<file path="config.mk">
export PLATFORM = sky130hd
export DESIGN_NAME = chess_display_flat
export DESIGN_NICKNAME = d
export VERILOG_FILES = /design/src/rtl/chess_display_if.sv /design/src/rtl/chess_display.sv /design/src/flat_wrapper.sv
export SDC_FILE = /design/constraint.sdc
export NUM_CORES = 1
export LEC_CHECK = 0
export ABC_AREA = 0
export CAP_MARGIN = 20
export CORE_MARGIN = 1
export CORE_UTILIZATION = 58
export CTS_BUF_LIST = sky130_fd_sc_hd__clkbuf_16
export DETAILED_ROUTE_END_ITERATION = 10
export HOLD_SLACK_MARGIN = 0.08
export PLACE_DENSITY = 0.8
export SLEW_MARGIN = 20
export SYNTH_ARGS = -nofsm -noshare
export SYNTH_HDL_FRONTEND = slang
export SYNTH_SLANG_ARGS = --single-unit
export TNS_END_PERCENT = 20
</file>
<file path="constraint.sdc">
create_clock -name clk -period 3.4 [get_ports clk]
set_input_delay 0.68 -clock clk [delete_from_list [all_inputs] [get_ports clk]]
set_output_delay 0.68 -clock clk [all_outputs]
set_load 0.01 [all_outputs]
</file>
<file path="src/rtl/chess_display_if.sv">
// rtl/chess_display_if.sv - time inputs and display outputs of the chess timer display
interface chess_display_if;
   logic [5:0] minA;
   logic [5:0] secA;
   logic [5:0] minB;
   logic [5:0] secB;
   logic       activeB;
   logic [7:0] an;
   logic [6:0] seg;
   logic       dp;

   // The display driver consumes the times and drives the digit lines.
   modport slave (
      input  minA, secA, minB, secB, activeB,
      output an, seg, dp
   );

   // The timer core (or a bench) supplies the times and watches the digits.
   modport master (
      output minA, secA, minB, secB, activeB,
      input  an, seg, dp
   );
endinterface

</file>
<file path="src/rtl/chess_display.sv">
// rtl/chess_display.sv - eight-digit multiplexed MM.SS display for both chess players
module chess_display #(
   parameter int SCAN_DIV  = 100000,
   parameter int BLINK_DIV = 50000000
) (
   input  logic            clk,
   input  logic            rst,
   chess_display_if.slave  bus
);

   localparam int SW = (SCAN_DIV  > 2) ? $clog2(SCAN_DIV)  : 1;
   localparam int BW = (BLINK_DIV > 2) ? $clog2(BLINK_DIV) : 1;

   logic [SW-1:0] presc;
   logic [2:0]    idx;
   logic [BW-1:0] bcnt;
   logic          phase;
   logic          load_pending;

   logic [5:0]    sA_min, sA_sec, sB_min, sB_sec;
   logic          sB_act;

   logic          scan_last;
   logic          frame_wrap;
   logic          load;
   logic          blink_last;

   logic [3:0]    digit;
   logic          a_expired, b_expired;
   logic          blank;
   logic [7:0]    an_next;
   logic [6:0]    seg_next;
   logic          dp_next;

   // Tens digit of a 0..63 value; 60..63 still yield 6 so they display as is.
   function automatic logic [3:0] bcd_tens(input logic [5:0] v);
      logic [3:0] t;
      if (v >= 6'd60)      t = 4'd6;
      else if (v >= 6'd50) t = 4'd5;
      else if (v >= 6'd40) t = 4'd4;
      else if (v >= 6'd30) t = 4'd3;
      else if (v >= 6'd20) t = 4'd2;
      else if (v >= 6'd10) t = 4'd1;
      else                 t = 4'd0;
      return t;
   endfunction

   function automatic logic [3:0] bcd_units(input logic [5:0] v);
      logic [5:0] tens10;
      logic [5:0] rem;
      tens10 = {2'b00, bcd_tens(v)} * 6'd10;
      rem    = v - tens10;
      return rem[3:0];
   endfunction

   // Active-low {g,f,e,d,c,b,a} patterns; non-decimal codes go dark.
   function automatic logic [6:0] seg7(input logic [3:0] d);
      logic [6:0] s;
      case (d)
         4'd0:    s = 7'b1000000;
         4'd1:    s = 7'b1111001;
         4'd2:    s = 7'b0100100;
         4'd3:    s = 7'b0110000;
         4'd4:    s = 7'b0011001;
         4'd5:    s = 7'b0010010;
         4'd6:    s = 7'b0000010;
         4'd7:    s = 7'b1111000;
         4'd8:    s = 7'b0000000;
         4'd9:    s = 7'b0010000;
         default: s = 7'b1111111;
      endcase
      return s;
   endfunction

   assign scan_last  = (presc == SW'(SCAN_DIV - 1));
   assign frame_wrap = scan_last && (idx == 3'd7);
   assign load       = load_pending || frame_wrap;
   assign blink_last = (bcnt == BW'(BLINK_DIV - 1));

   // Per-digit prescaler and digit index; the index advances once per SCAN_DIV cycles.
   always_ff @(posedge clk or posedge rst) begin
      if (rst) begin
         presc <= '0;
         idx   <= 3'd0;
      end else begin
         if (scan_last) begin
            presc <= '0;
            idx   <= idx + 3'd1;
         end else begin
            presc <= presc + SW'(1);
         end
      end
   end

   // Free-running blink timebase, unrelated to the scan so blink rate is exact.
   always_ff @(posedge clk or posedge rst) begin
      if (rst) begin
         bcnt  <= '0;
         phase <= 1'b0;
      end else begin
         if (blink_last) begin
            bcnt  <= '0;
            phase <= ~phase;
         end else begin
            bcnt  <= bcnt + BW'(1);
         end
      end
   end

   // Snapshot the times once per frame (and once right after reset) so no frame mixes old and new.
   always_ff @(posedge clk or posedge rst) begin
      if (rst) begin
         sA_min       <= 6'd0;
         sA_sec       <= 6'd0;
         sB_min       <= 6'd0;
         sB_sec       <= 6'd0;
         sB_act       <= 1'b0;
         load_pending <= 1'b1;
      end else begin
         if (load) begin
            sA_min       <= bus.minA;
            sA_sec       <= bus.secA;
            sB_min       <= bus.minB;
            sB_sec       <= bus.secB;
            sB_act       <= bus.activeB;
            load_pending <= 1'b0;
         end
      end
   end

   // Select the digit value, blanking and decimal point for the current index.
   always_comb begin
      digit     = 4'd0;
      a_expired = (sA_min == 6'd0) && (sA_sec == 6'd0);
      b_expired = (sB_min == 6'd0) && (sB_sec == 6'd0);
      case (idx)
         3'd7:    digit = bcd_tens(sA_min);
         3'd6:    digit = bcd_units(sA_min);
         3'd5:    digit = bcd_tens(sA_sec);
         3'd4:    digit = bcd_units(sA_sec);
         3'd3:    digit = bcd_tens(sB_min);
         3'd2:    digit = bcd_units(sB_min);
         3'd1:    digit = bcd_tens(sB_sec);
         default: digit = bcd_units(sB_sec);
      endcase
      // idx[2] set means the left half, i.e. player A.
      blank    = phase && (idx[2] ? a_expired : b_expired);
      an_next  = blank ? 8'hFF : ~(8'h01 << idx);
      seg_next = seg7(digit);
      dp_next  = !((idx == 3'd6) || (idx == 3'd2) ||
                   ((idx == 3'd4) && !sB_act) ||
                   ((idx == 3'd0) &&  sB_act));
   end

   // Registered pin drivers, one cycle behind the index/snapshot/phase.
   always_ff @(posedge clk or posedge rst) begin
      if (rst) begin
         bus.an  <= 8'hFF;
         bus.seg <= 7'h7F;
         bus.dp  <= 1'b1;
      end else begin
         bus.an  <= an_next;
         bus.seg <= seg_next;
         bus.dp  <= dp_next;
      end
   end

endmodule
</file>
<file path="src/flat_wrapper.sv">
// flat-port wrapper written by rule: the top's interface ports become plain ports
module chess_display_flat 
#(
   parameter int SCAN_DIV  = 100000,
   parameter int BLINK_DIV = 50000000
)
  (clk, rst, bus_minA, bus_secA, bus_minB, bus_secB, bus_activeB, bus_an, bus_seg, bus_dp);
  chess_display_if bus_i ();
  input  logic clk;
  input  logic rst;
  input wire logic [$bits(bus_i.minA)-1:0] bus_minA;
  input wire logic [$bits(bus_i.secA)-1:0] bus_secA;
  input wire logic [$bits(bus_i.minB)-1:0] bus_minB;
  input wire logic [$bits(bus_i.secB)-1:0] bus_secB;
  input wire logic [$bits(bus_i.activeB)-1:0] bus_activeB;
  output wire logic [$bits(bus_i.an)-1:0] bus_an;
  output wire logic [$bits(bus_i.seg)-1:0] bus_seg;
  output wire logic [$bits(bus_i.dp)-1:0] bus_dp;
  assign bus_i.minA = bus_minA;
  assign bus_i.secA = bus_secA;
  assign bus_i.minB = bus_minB;
  assign bus_i.secB = bus_secB;
  assign bus_i.activeB = bus_activeB;
  assign bus_an = bus_i.an;
  assign bus_seg = bus_i.seg;
  assign bus_dp = bus_i.dp;
  chess_display #(.SCAN_DIV(SCAN_DIV), .BLINK_DIV(BLINK_DIV)) u_core (.clk(clk), .rst(rst), .bus(bus_i));
endmodule
</file>
Word-level counts from Yosys, hierarchy flattened
Memory sizes are Yosys's and may differ from the RTL's. A register that Yosys moved wholly into a read port is not among the register bits. Cells that the tools add are included.

Memories: 1. Word-level logic and storage cells: 111. Register bits after elaboration: 82. Memory bits (read-only): 112. Input bits: 27.

Memories: (name not given) (words 16, width 7, read ports 1, clocked after Yosys merged registers in 1, wr ports 0, line chess_display.sv:59) `case (d)`.

Bitwise logic cells: 2. $lt $le $gt $ge: 24. $mul: 4. Eq/ne operators: 9. Shifts and indexed selects: 1. Add/subtract/negate cells: 7. Reduce and logical (&&, ||, !) cells: 18. Multiplexer cells: 33.

Operators by type and width (count): two-way mux 4 bit (22); greater-or-equal comparator 6 bit, second input constant (12); greater-or-equal comparator 6 x 5 -> 1 bit, second input constant (8); one-hot mux 4 bit (7 select lines) (1); adder 26 x 1 -> 26 bit, second input constant (1); == test 26 bit, second input constant (1); two-way mux 26 bit (1); greater-or-equal comparator 6 x 4 -> 1 bit, second input constant (4); zero test 6 bit (4); adder 17 x 1 -> 17 bit, second input constant (1); == test 17 bit, second input constant (1); two-way mux 17 bit (1); multiplier 4 x 3 -> 3 bit, second input constant (4); subtractor 4 bit (4); == test 3 bit, second input constant (4); two-way mux 8 bit (1); NOT 8 bit (1); left shift 1 x 3 -> 8 bit, first input constant (1); OR reduction 7 bit (1); == test 3 x 2 -> 1 bit, second input constant (2); logical AND 1 bit (6); two-way mux 1 bit (5); logical OR 1 bit (4); two-way mux 2 bit (2); other kinds (5) (6).

Depth between registers and ports, before layout
Gate-level depths: netlist of run 1.

Depth after elaboration: 11. Depth in mapped cells: 13. Mapped depth without buffers: 12.

Least setup slack after synthesis of run 1
No wires, ideal clock.

Kind: flip-flop to flip-flop. From: reg u_core.sB_min[4]. To: reg u_core.bus.seg[5]. Arrival time: 2.886 ns. Setup time: 0.083 ns. Stages on the path, launching flop included: 12. Clock period less this slack: 2.970 ns. Path slack: 0.430 ns. Buffers on the path: 1. Path through: dfrtp_1 -> buf_2 -> nor2b_1 -> xor2_1 -> a211oi_1 -> fa_1 -> or3b_2 -> o221ai_1 -> a2111o_1 -> nor2b_1 -> inv_1 -> o32a_1.

Longest elaborated chain between the ends: 11. Elaborated cells on any way between the ends: 16. Those cells by class: add/sub (1); mul (1); order compare (6); mux (8).

Ends and longest elaborated chain: start, declared (line chess_display.sv:20) `logic [5:0] sA_min, sA_sec, sB_min, sB_sec;`; start signal, assigned (line chess_display.sv:123) `sB_min <= bus.minB;`; greater-or-equal comparator 6 x 4 -> 1 bit (line chess_display.sv:43) `else if (v >= 6'd10) t = 4'd1;`; two-way mux 1 bit (line chess_display.sv:43); two-way mux 4 bit (line chess_display.sv:42) `else if (v >= 6'd20) t = 4'd2;`; two-way mux 4 bit (line chess_display.sv:41) `else if (v >= 6'd30) t = 4'd3;`; two-way mux 4 bit (line chess_display.sv:40) `else if (v >= 6'd40) t = 4'd4;`; two-way mux 4 bit (line chess_display.sv:39) `else if (v >= 6'd50) t = 4'd5;`; two-way mux 4 bit * (line chess_display.sv:38) `if (v >= 6'd60) t = 4'd6;`; two-way mux 4 bit (line chess_display.sv:136) `case (idx)`; multiplier 4 x 3 -> 3 bit (line chess_display.sv:51) `tens10 = {2'b00, bcd_tens(v)} * 6'd10;`; subtractor 4 bit (line chess_display.sv:52) `rem = v - tens10;`; one-hot mux 4 bit (7 select lines) * (line chess_display.sv:136); end, declared (line chess_display_if.sv:15) `output an, seg, dp`.

Every way passes the cells marked *; elsewhere a longest branch is shown, timed or not. The select of a mux whose other input is x is not followed. A chain may end at the register's enable or synchronous reset.

Final worst setup path of run 1
From: reg u_core.sA_sec[4]. To: reg u_core.bus.seg[0].

Longest elaborated chain between the ends: 11. Elaborated cells on any way between the ends: 16. Those cells by class: add/sub (1); mul (1); order compare (6); mux (8).

Ends and longest elaborated chain: start, declared (line chess_display.sv:20); start signal, assigned (line chess_display.sv:122) `sA_sec <= bus.secA;`; greater-or-equal comparator 6 x 4 -> 1 bit (line chess_display.sv:43); two-way mux 1 bit (line chess_display.sv:43); two-way mux 2 bit (line chess_display.sv:42); two-way mux 4 bit (line chess_display.sv:41); two-way mux 4 bit (line chess_display.sv:40); two-way mux 4 bit (line chess_display.sv:39); two-way mux 4 bit * (line chess_display.sv:38); two-way mux 4 bit (line chess_display.sv:136); multiplier 4 x 3 -> 3 bit (line chess_display.sv:51); subtractor 4 bit (line chess_display.sv:52); one-hot mux 4 bit (7 select lines) * (line chess_display.sv:136).

Marks and branches as above.

==> flow_summary.ini, run 1 <==
[setup_path]
cp_max_fo = 14
reg2reg_from = u_core.sA_sec[4]
reg2reg_to = u_core.bus.seg[0]
cp-end-kind = flop
critPathArrivalTime_ns = 3.42
reg2regPathDepth = 11
crit_required_ns = 3.68
start_kind = flop
r2r_slack_ns = 0.26
path_class = flop to flop

[yosys]
syn_inst = 510
synth_largest_area_cell = dfrtp_1
synth_top_area_frac = 0.354
async_flop_share = 1.00
yosysSeqAreaShare = 0.442
ys_ff_latch = 89
syn_avg_cell_area_sq_um = 9.97
netlist_area_sq_mm = 0.00509
synth-edff-count = 0
synth-main-ff-cell = dfrtp_1
synth_area_leaders = dfrtp_1 (35%), dfstp_2 (8.8%), mux2_2 (5.8%)
synth_cell_type_count = 66
yosysWarnings = 0
synth_fp_nets = 553

[power_and_ir_drop]
p_seq_frac = 0.446
ir_worst_vdd_v = 0.000273
clkPwrFrac = 0.354
p_per_area_mw_per_mm2 = 467
p_leak_nw = 2.54
sw_frac_of_total = 0.275
p_sw_mw = 0.764
p_comb_frac = 0.200
p_int_mw = 2.01

[status]
status = finished clean

[floorplanning]
ios = 43
rows = 33
fp.coreArea_sq_mm = 0.00834
die_y_um = 95.6
initial_core_util = 0.610
fp.dieW_um = 95.6
die-area_sq_mm = 0.00915

[detailed_routing]
avgViaCountPerCell = 5.98
vias = 3959
wire_per_inst_um = 15.8
wl_met3_um = 463
drtIter0Drc = 210
firstDrtPassIters = 5
postRouteAntennaNets = 0
drc = 0
top_layer_used = met4
postRouteWirelength_mm = 10.5
met1_length_mm = 4.62
wl_met2_mm = 5.18

[placement]
gp_congestion = 0.895
hpwl_mm = 7.39
io_buffers = 42
dp_cells = 646

[hold_path]
min_path_type = flop to flop
min_from = u_core.presc[4]
hold_end = u_core.presc[4]
holdPathStages = 1

[global_routing]
grt_pass1_wl_mm = 17.1
grt_pass1_vias = 3747
grtUsageTotal = 0.245
grt_max_degree = 54
grt_overflow = 0
antenna_found_initial = 0

[final_layout]
drive_above_1_share = 0.149
layoutNonFillerInstCount = 662
n_antenna_cell = 0
final_cell_mix = dfrtp_1 (72), clkdlybuf4s50_1 (42), nand2_1 (41), nor2_1 (39), xor2_1 (28)
final_nets = 595
final_common_cell = dfrtp_1
syn2layout_area_growth_pct = 16.7

[sta]
final-setup-viol-count = 0
finalCritPeriodShare = 0.924
max_clock_freq_ghz = 0.318
skew_ns = 0.00855
finalSetupTns_ns = 0
worst_pin_slew_ns = 0.649
relSlewSlack = 0.567
rsz0062_at_grt = false
final-max-slew-violation-count = 0
finalHoldViolations = 0
fin_crit_ns = 3.14

[clock_network]
clk_latency_ns = 0.34
cts-hold-fix-buffers = 0
cts.clk_slew.worst_paths_ns = 0.07
clk_path_buf_depth = 2
numCtsBuffers = 9
cts_tree = built
h-tree-depth = 3
cts_sinks = 89
cts-root-buf = clkbuf_16

[job]
maxCapViolCount = 0
## power groups by stage
stage,sequential [mW],combinational (mW),clock [mW]
final,1.24,0.555,0.981
after CTS,1.24,0.555,0.990
after global placement,1.25,0.532,0
after floorplan,1.23,0.368,0
after global routing,1.25,0.620,1.03
after detailed placement,1.25,0.551,0
## state kept, by name (all words and copies together), names as in the netlist
name	count
u_core.sA_sec	6
u_core.bus.dp	1
u_core.presc	17
u_core.sB_min	6
u_core.bus.an	8
u_core.load_pending	1
u_core.idx	3
u_core.sA_min	6
u_core.phase	1
u_core.sB_act	1
u_core.sB_sec	6
u_core.bus.seg	7
u_core.bcnt	26
## how the worst max path moves through the flow
| stage | start | endpoint | slack, ns | depth (start not counted) |
|---|---|---|---|---|
| 2_1_floorplan | u_core.sB_min[4] | u_core.bus.seg[5] | 0.43 | 11 |
| 3_3_place_gp | u_core.sB_min[4] | u_core.bus.seg[5] | 0.26 | 10 |
| 3_5_place_dp | u_core.sB_min[4] | u_core.bus.seg[5] | 0.12 | 10 |
| 4_1_cts | u_core.sB_min[4] | u_core.bus.seg[5] | 0.11 | 10 |
| 5_1_grt | u_core.sA_sec[4] | u_core.bus.seg[0] | 0.01 | 11 |
| 6_report | u_core.sA_sec[4] | u_core.bus.seg[0] | 0.26 | 11 |
## cell type report
| class | instances | area (sq um) |
|---|---|---|
| Clock buffer | 9 | 225 |
| Clock inverter | 7 | 62.6 |
| Inverter | 22 | 83.8 |
| Timing Repair Buffer | 55 | 531 |
| Tap cell | 105 | 131 |
| Multi-Input combinational cell | 375 | 2650 |
| Fill cell | 611 | 2400 |
| Sequential cell | 89 | 2250 |
## critical path, cell delays in order, from the launching register on
cell	delay, ns
dfrtp_1	0.58
nor2b_2	0.34
xnor2_1	0.18
a211oi_1	0.12
fa_1	0.50
nand2b_1	0.09
a21oi_1	0.08
a2111o_1	0.41
a31oi_1	0.19
o2bb2ai_2	0.12
or3b_1	0.38
nand3_1	0.09
## timing repair
| item | CTS | global route |
|---|---|---|
| buffers inserted | 0 | 0 |
| resized for setup | 0 | 3 |
| setup endpoints to repair | 0 | 7 |
## through the flow
stage / power, mW / setup slack, ns / util / area (sq um) / hold WS (ns)
4_1_cts: 2.78 / 0.111 / 0.711 / 5930 / 0.474
3_5_place_dp: 1.80 / 0.125 / 0.676 / 5640 / 0.459
2_1_floorplan: 1.60 / 0.430 / - / 5090 / 0.438
5_1_grt: 2.90 / 0.0132 / 0.712 / 5940 / 0.524
6_report: 2.77 / 0.260 / 0.712 / 5940 / 0.475
3_3_place_gp: 1.78 / 0.255 / 0.676 / 5640 / 0.455
## Yosys cell counts, types with 11 or more instances
| library cell | instances |
|---|---|
| nor2b_1 | 17 |
| o21ai_0 | 18 |
| nor3_1 | 11 |
| mux2_2 | 26 |
| nor2_1 | 39 |
| ha_1 | 12 |
| xnor2_1 | 21 |
| nand2_1 | 41 |
| dfstp_2 | 17 |
| dfrtp_1 | 72 |
| xor2_1 | 28 |
| clkbuf_1 | 12 |
| and3_1 | 14 |
| nand3_1 | 27 |
| inv_1 | 22 |
## logic make-up (layout without fill, tap and decap cells)
family,after synthesis,count (layout),share of synthesized area
AND/OR/NAND/NOR,199,199,0.211
XOR/XNOR,49,49,0.0844
AO/OA/AOI/OAI,84,84,0.122
multiplexers,26,26,0.0576
buffers and inverters,46,93,0.0376
adder cells (fa/ha/maj),16,16,0.0453
flip-flops,89,89,0.442
other,1,1,0.000737
## layer usage
metal  global-route usage  vias up
li1                     -     1902
met1                0.317     1917
met2                0.408      115
met3               0.0455       25
met4               0.0945        0
met5                    0        -
Note: power is estimated with default switching activity, not from simulation.
==> run 2, diff against run 1 <==
CORE_UTILIZATION = 35   (was 58)
PLACE_DENSITY = not set   (was 0.8)
SLEW_MARGIN = not set   (was 20)
==> flow_summary.ini, run 2 (synthesis gave the netlist of run 1 again) <==
[hold_path]
holdPathStages = 1
hold_end = u_core.bcnt[4]
min_from = u_core.bcnt[4]
min_path_type = flop to flop

[clock_network]
clk_path_buf_depth = 2
cts.clk_slew.worst_paths_ns = 0.07
numCtsBuffers = 9
clk_latency_ns = 0.35
cts_sinks = 89
cts-hold-fix-buffers = 0
h-tree-depth = 3
ctsResizeCount = 0
cts_tree = built
cts-root-buf = clkbuf_16
cts_setup_buffers = 0

[floorplanning]
die_y_um = 123
initial_core_util = 0.362
rows = 43
die-area_sq_mm = 0.0150
ios = 43
fp.coreArea_sq_mm = 0.0140
fp.dieW_um = 123

[power_and_ir_drop]
p_comb_frac = 0.198
p_sw_mw = 0.780
p_per_area_mw_per_mm2 = 464
p_int_mw = 2.03
ir_worst_vdd_v = 0.000237
clkPwrFrac = 0.363
sw_frac_of_total = 0.278
p_leak_nw = 2.54
p_seq_frac = 0.439

[setup_path]
cp-end-kind = flop
reg2reg_from = u_core.sB_min[4]
crit_family = simple AND/OR/NAND/NOR gates
start_kind = flop
path_class = flop to flop
slowest_delay_ns = 0.49
reg2reg_to = u_core.bus.seg[6]
reg2regPathDepth = 11
r2r_slack_ns = 0.24
crit_chain = nor2b_1 -> xor2_1 -> a211oi_1 -> fa_1 -> or3b_2 -> o221ai_1 -> a2111o_1 -> a31oi_1 -> o2bb2ai_2 -> nand2_1 -> mux2_2
crit_buf_inv = 0
cp_max_fo = 10
cpMaxStageDelayCell = dfrtp_1
crit_required_ns = 3.67
critPathArrivalTime_ns = 3.43

[sta]
setup_ws_ns = 0.241
finalHoldViolations = 0
relSlewSlack = 0.501
final-setup-viol-count = 0
finalCritPeriodShare = 0.929
finalSetupTns_ns = 0
rsz0062_at_grt = false
worst_pin_slew_ns = 0.747
max_clock_freq_ghz = 0.317
fin_crit_ns = 3.16
skew_ns = 0.0104
final-max-slew-violation-count = 0

[job]
maxCapViolCount = 0

[final_layout]
final_nets = 596
final_area_sq_mm = 0.00604
regMostFlops = u_core.bcnt
largest_reg_flops = 26
n_antenna_cell = 0
final_common_cell = dfrtp_1
syn2layout_area_growth_pct = 18.8
fin_util = 0.430
drive_above_1_share = 0.151
reg_top3 = u_core.bcnt (26), u_core.presc (17), u_core.bus.an (8)
final_cell_mix = dfrtp_1 (72), clkdlybuf4s50_1 (42), nand2_1 (41), nor2_1 (39), xor2_1 (28)
fillers = 1298

[global_routing]
grt_pass1_wl_mm = 18.4
grt_pass1_vias = 3810
antenna_found_initial = 0
grtUsageTotal = 0.158
grt_overflow = 0
grt_max_degree = 49

[placement]
gp_congestion = 0.899
io_buffers = 42
detailedPlace.worstSlack_ns = 0.305
hpwl_mm = 7.91
placed_area_sq_mm = 0.00574

[detailed_routing]
postRouteWirelength_mm = 11.0
drc = 0
met1_length_mm = 5.12
avgViaCountPerCell = 5.29
postRouteAntennaNets = 0
top_layer_used = met4
wire_per_inst_um = 15.0
firstDrtPassIters = 4
drtIter0Drc = 201
wl_met3_um = 459
wl_met2_mm = 5.30
vias = 3906

[status]
status = finished clean
[run 2: changes by cell type in the layout (fill, tap and decap cells not counted), moves of 2 or more]
cell      delta
inv_1        -2
nor2b_1      +3
nor2b_2      -3
clkinv_4     +2
[run 2: through the flow]
step	total power, mW	instances	hold slack (ns)
final	2.81	738	0.475
after global routing	2.96	738	0.490
after CTS	2.85	738	0.475
after detailed placement	1.81	722	0.459
after global placement	1.80	722	0.454
after floorplan	1.60	510	0.438
[run 2: worst max-delay path by stage]
stage                                 from                end  depth (start not counted)
after floorplan           u_core.sB_min[4]  u_core.bus.seg[5]                         11
after global placement    u_core.sB_min[4]  u_core.bus.seg[6]                         11
after detailed placement  u_core.sB_min[4]  u_core.bus.seg[6]                         11
after CTS                 u_core.sB_min[4]  u_core.bus.seg[6]                         11
after global routing      u_core.sB_min[4]  u_core.bus.seg[6]                         11
final                     u_core.sB_min[4]  u_core.bus.seg[6]                         11
[run 2: metal layers]
| layer | global-route usage | up-vias |
|---|---|---|
| li1 | - | 1897 |
| met1 | 0.199 | 1911 |
| met3 | 0.0460 | 14 |
| met5 | 0 | - |
| met4 | 0.0457 | 0 |
| met2 | 0.261 | 84 |
[run 2: final cells by class]
cell class,count,area (sq um),area share
inverter,22,83.8,0.0139
tap,180,225,0.0373
multi-input combinational,375,2650,0.438
clock inverter,7,77.6,0.0128
sequential,89,2250,0.372
timing repair buffer,56,538,0.0890
clock buffer,9,225,0.0373
[run 2: worst register-to-register path: stages, from the launching register on]
cell and delay [ns]:
dfrtp_1 0.49, nor2b_1 0.41, xor2_1 0.12, a211oi_1 0.31, fa_1 0.45, or3b_2 0.44
o221ai_1 0.08, a2111o_1 0.16, a31oi_1 0.06, o2bb2ai_2 0.22, nand2_1 0.07, mux2_2 0.27
[run 2: power groups by stage]
stage | registers (mW) | clock network [mW] | logic [mW]
finish | 1.23 | 1.02 | 0.556
global route | 1.25 | 1.09 | 0.626
CTS | 1.23 | 1.05 | 0.563
detailed placement | 1.25 | 0 | 0.561
global placement | 1.25 | 0 | 0.551
floorplan | 1.23 | 0 | 0.368
==> run 3, diff against run 2 <==
CORE_MARGIN = not set   (was 1)
==> results of run 3 <==
The final DEF is identical to that of run 2; final timing and power are the same.
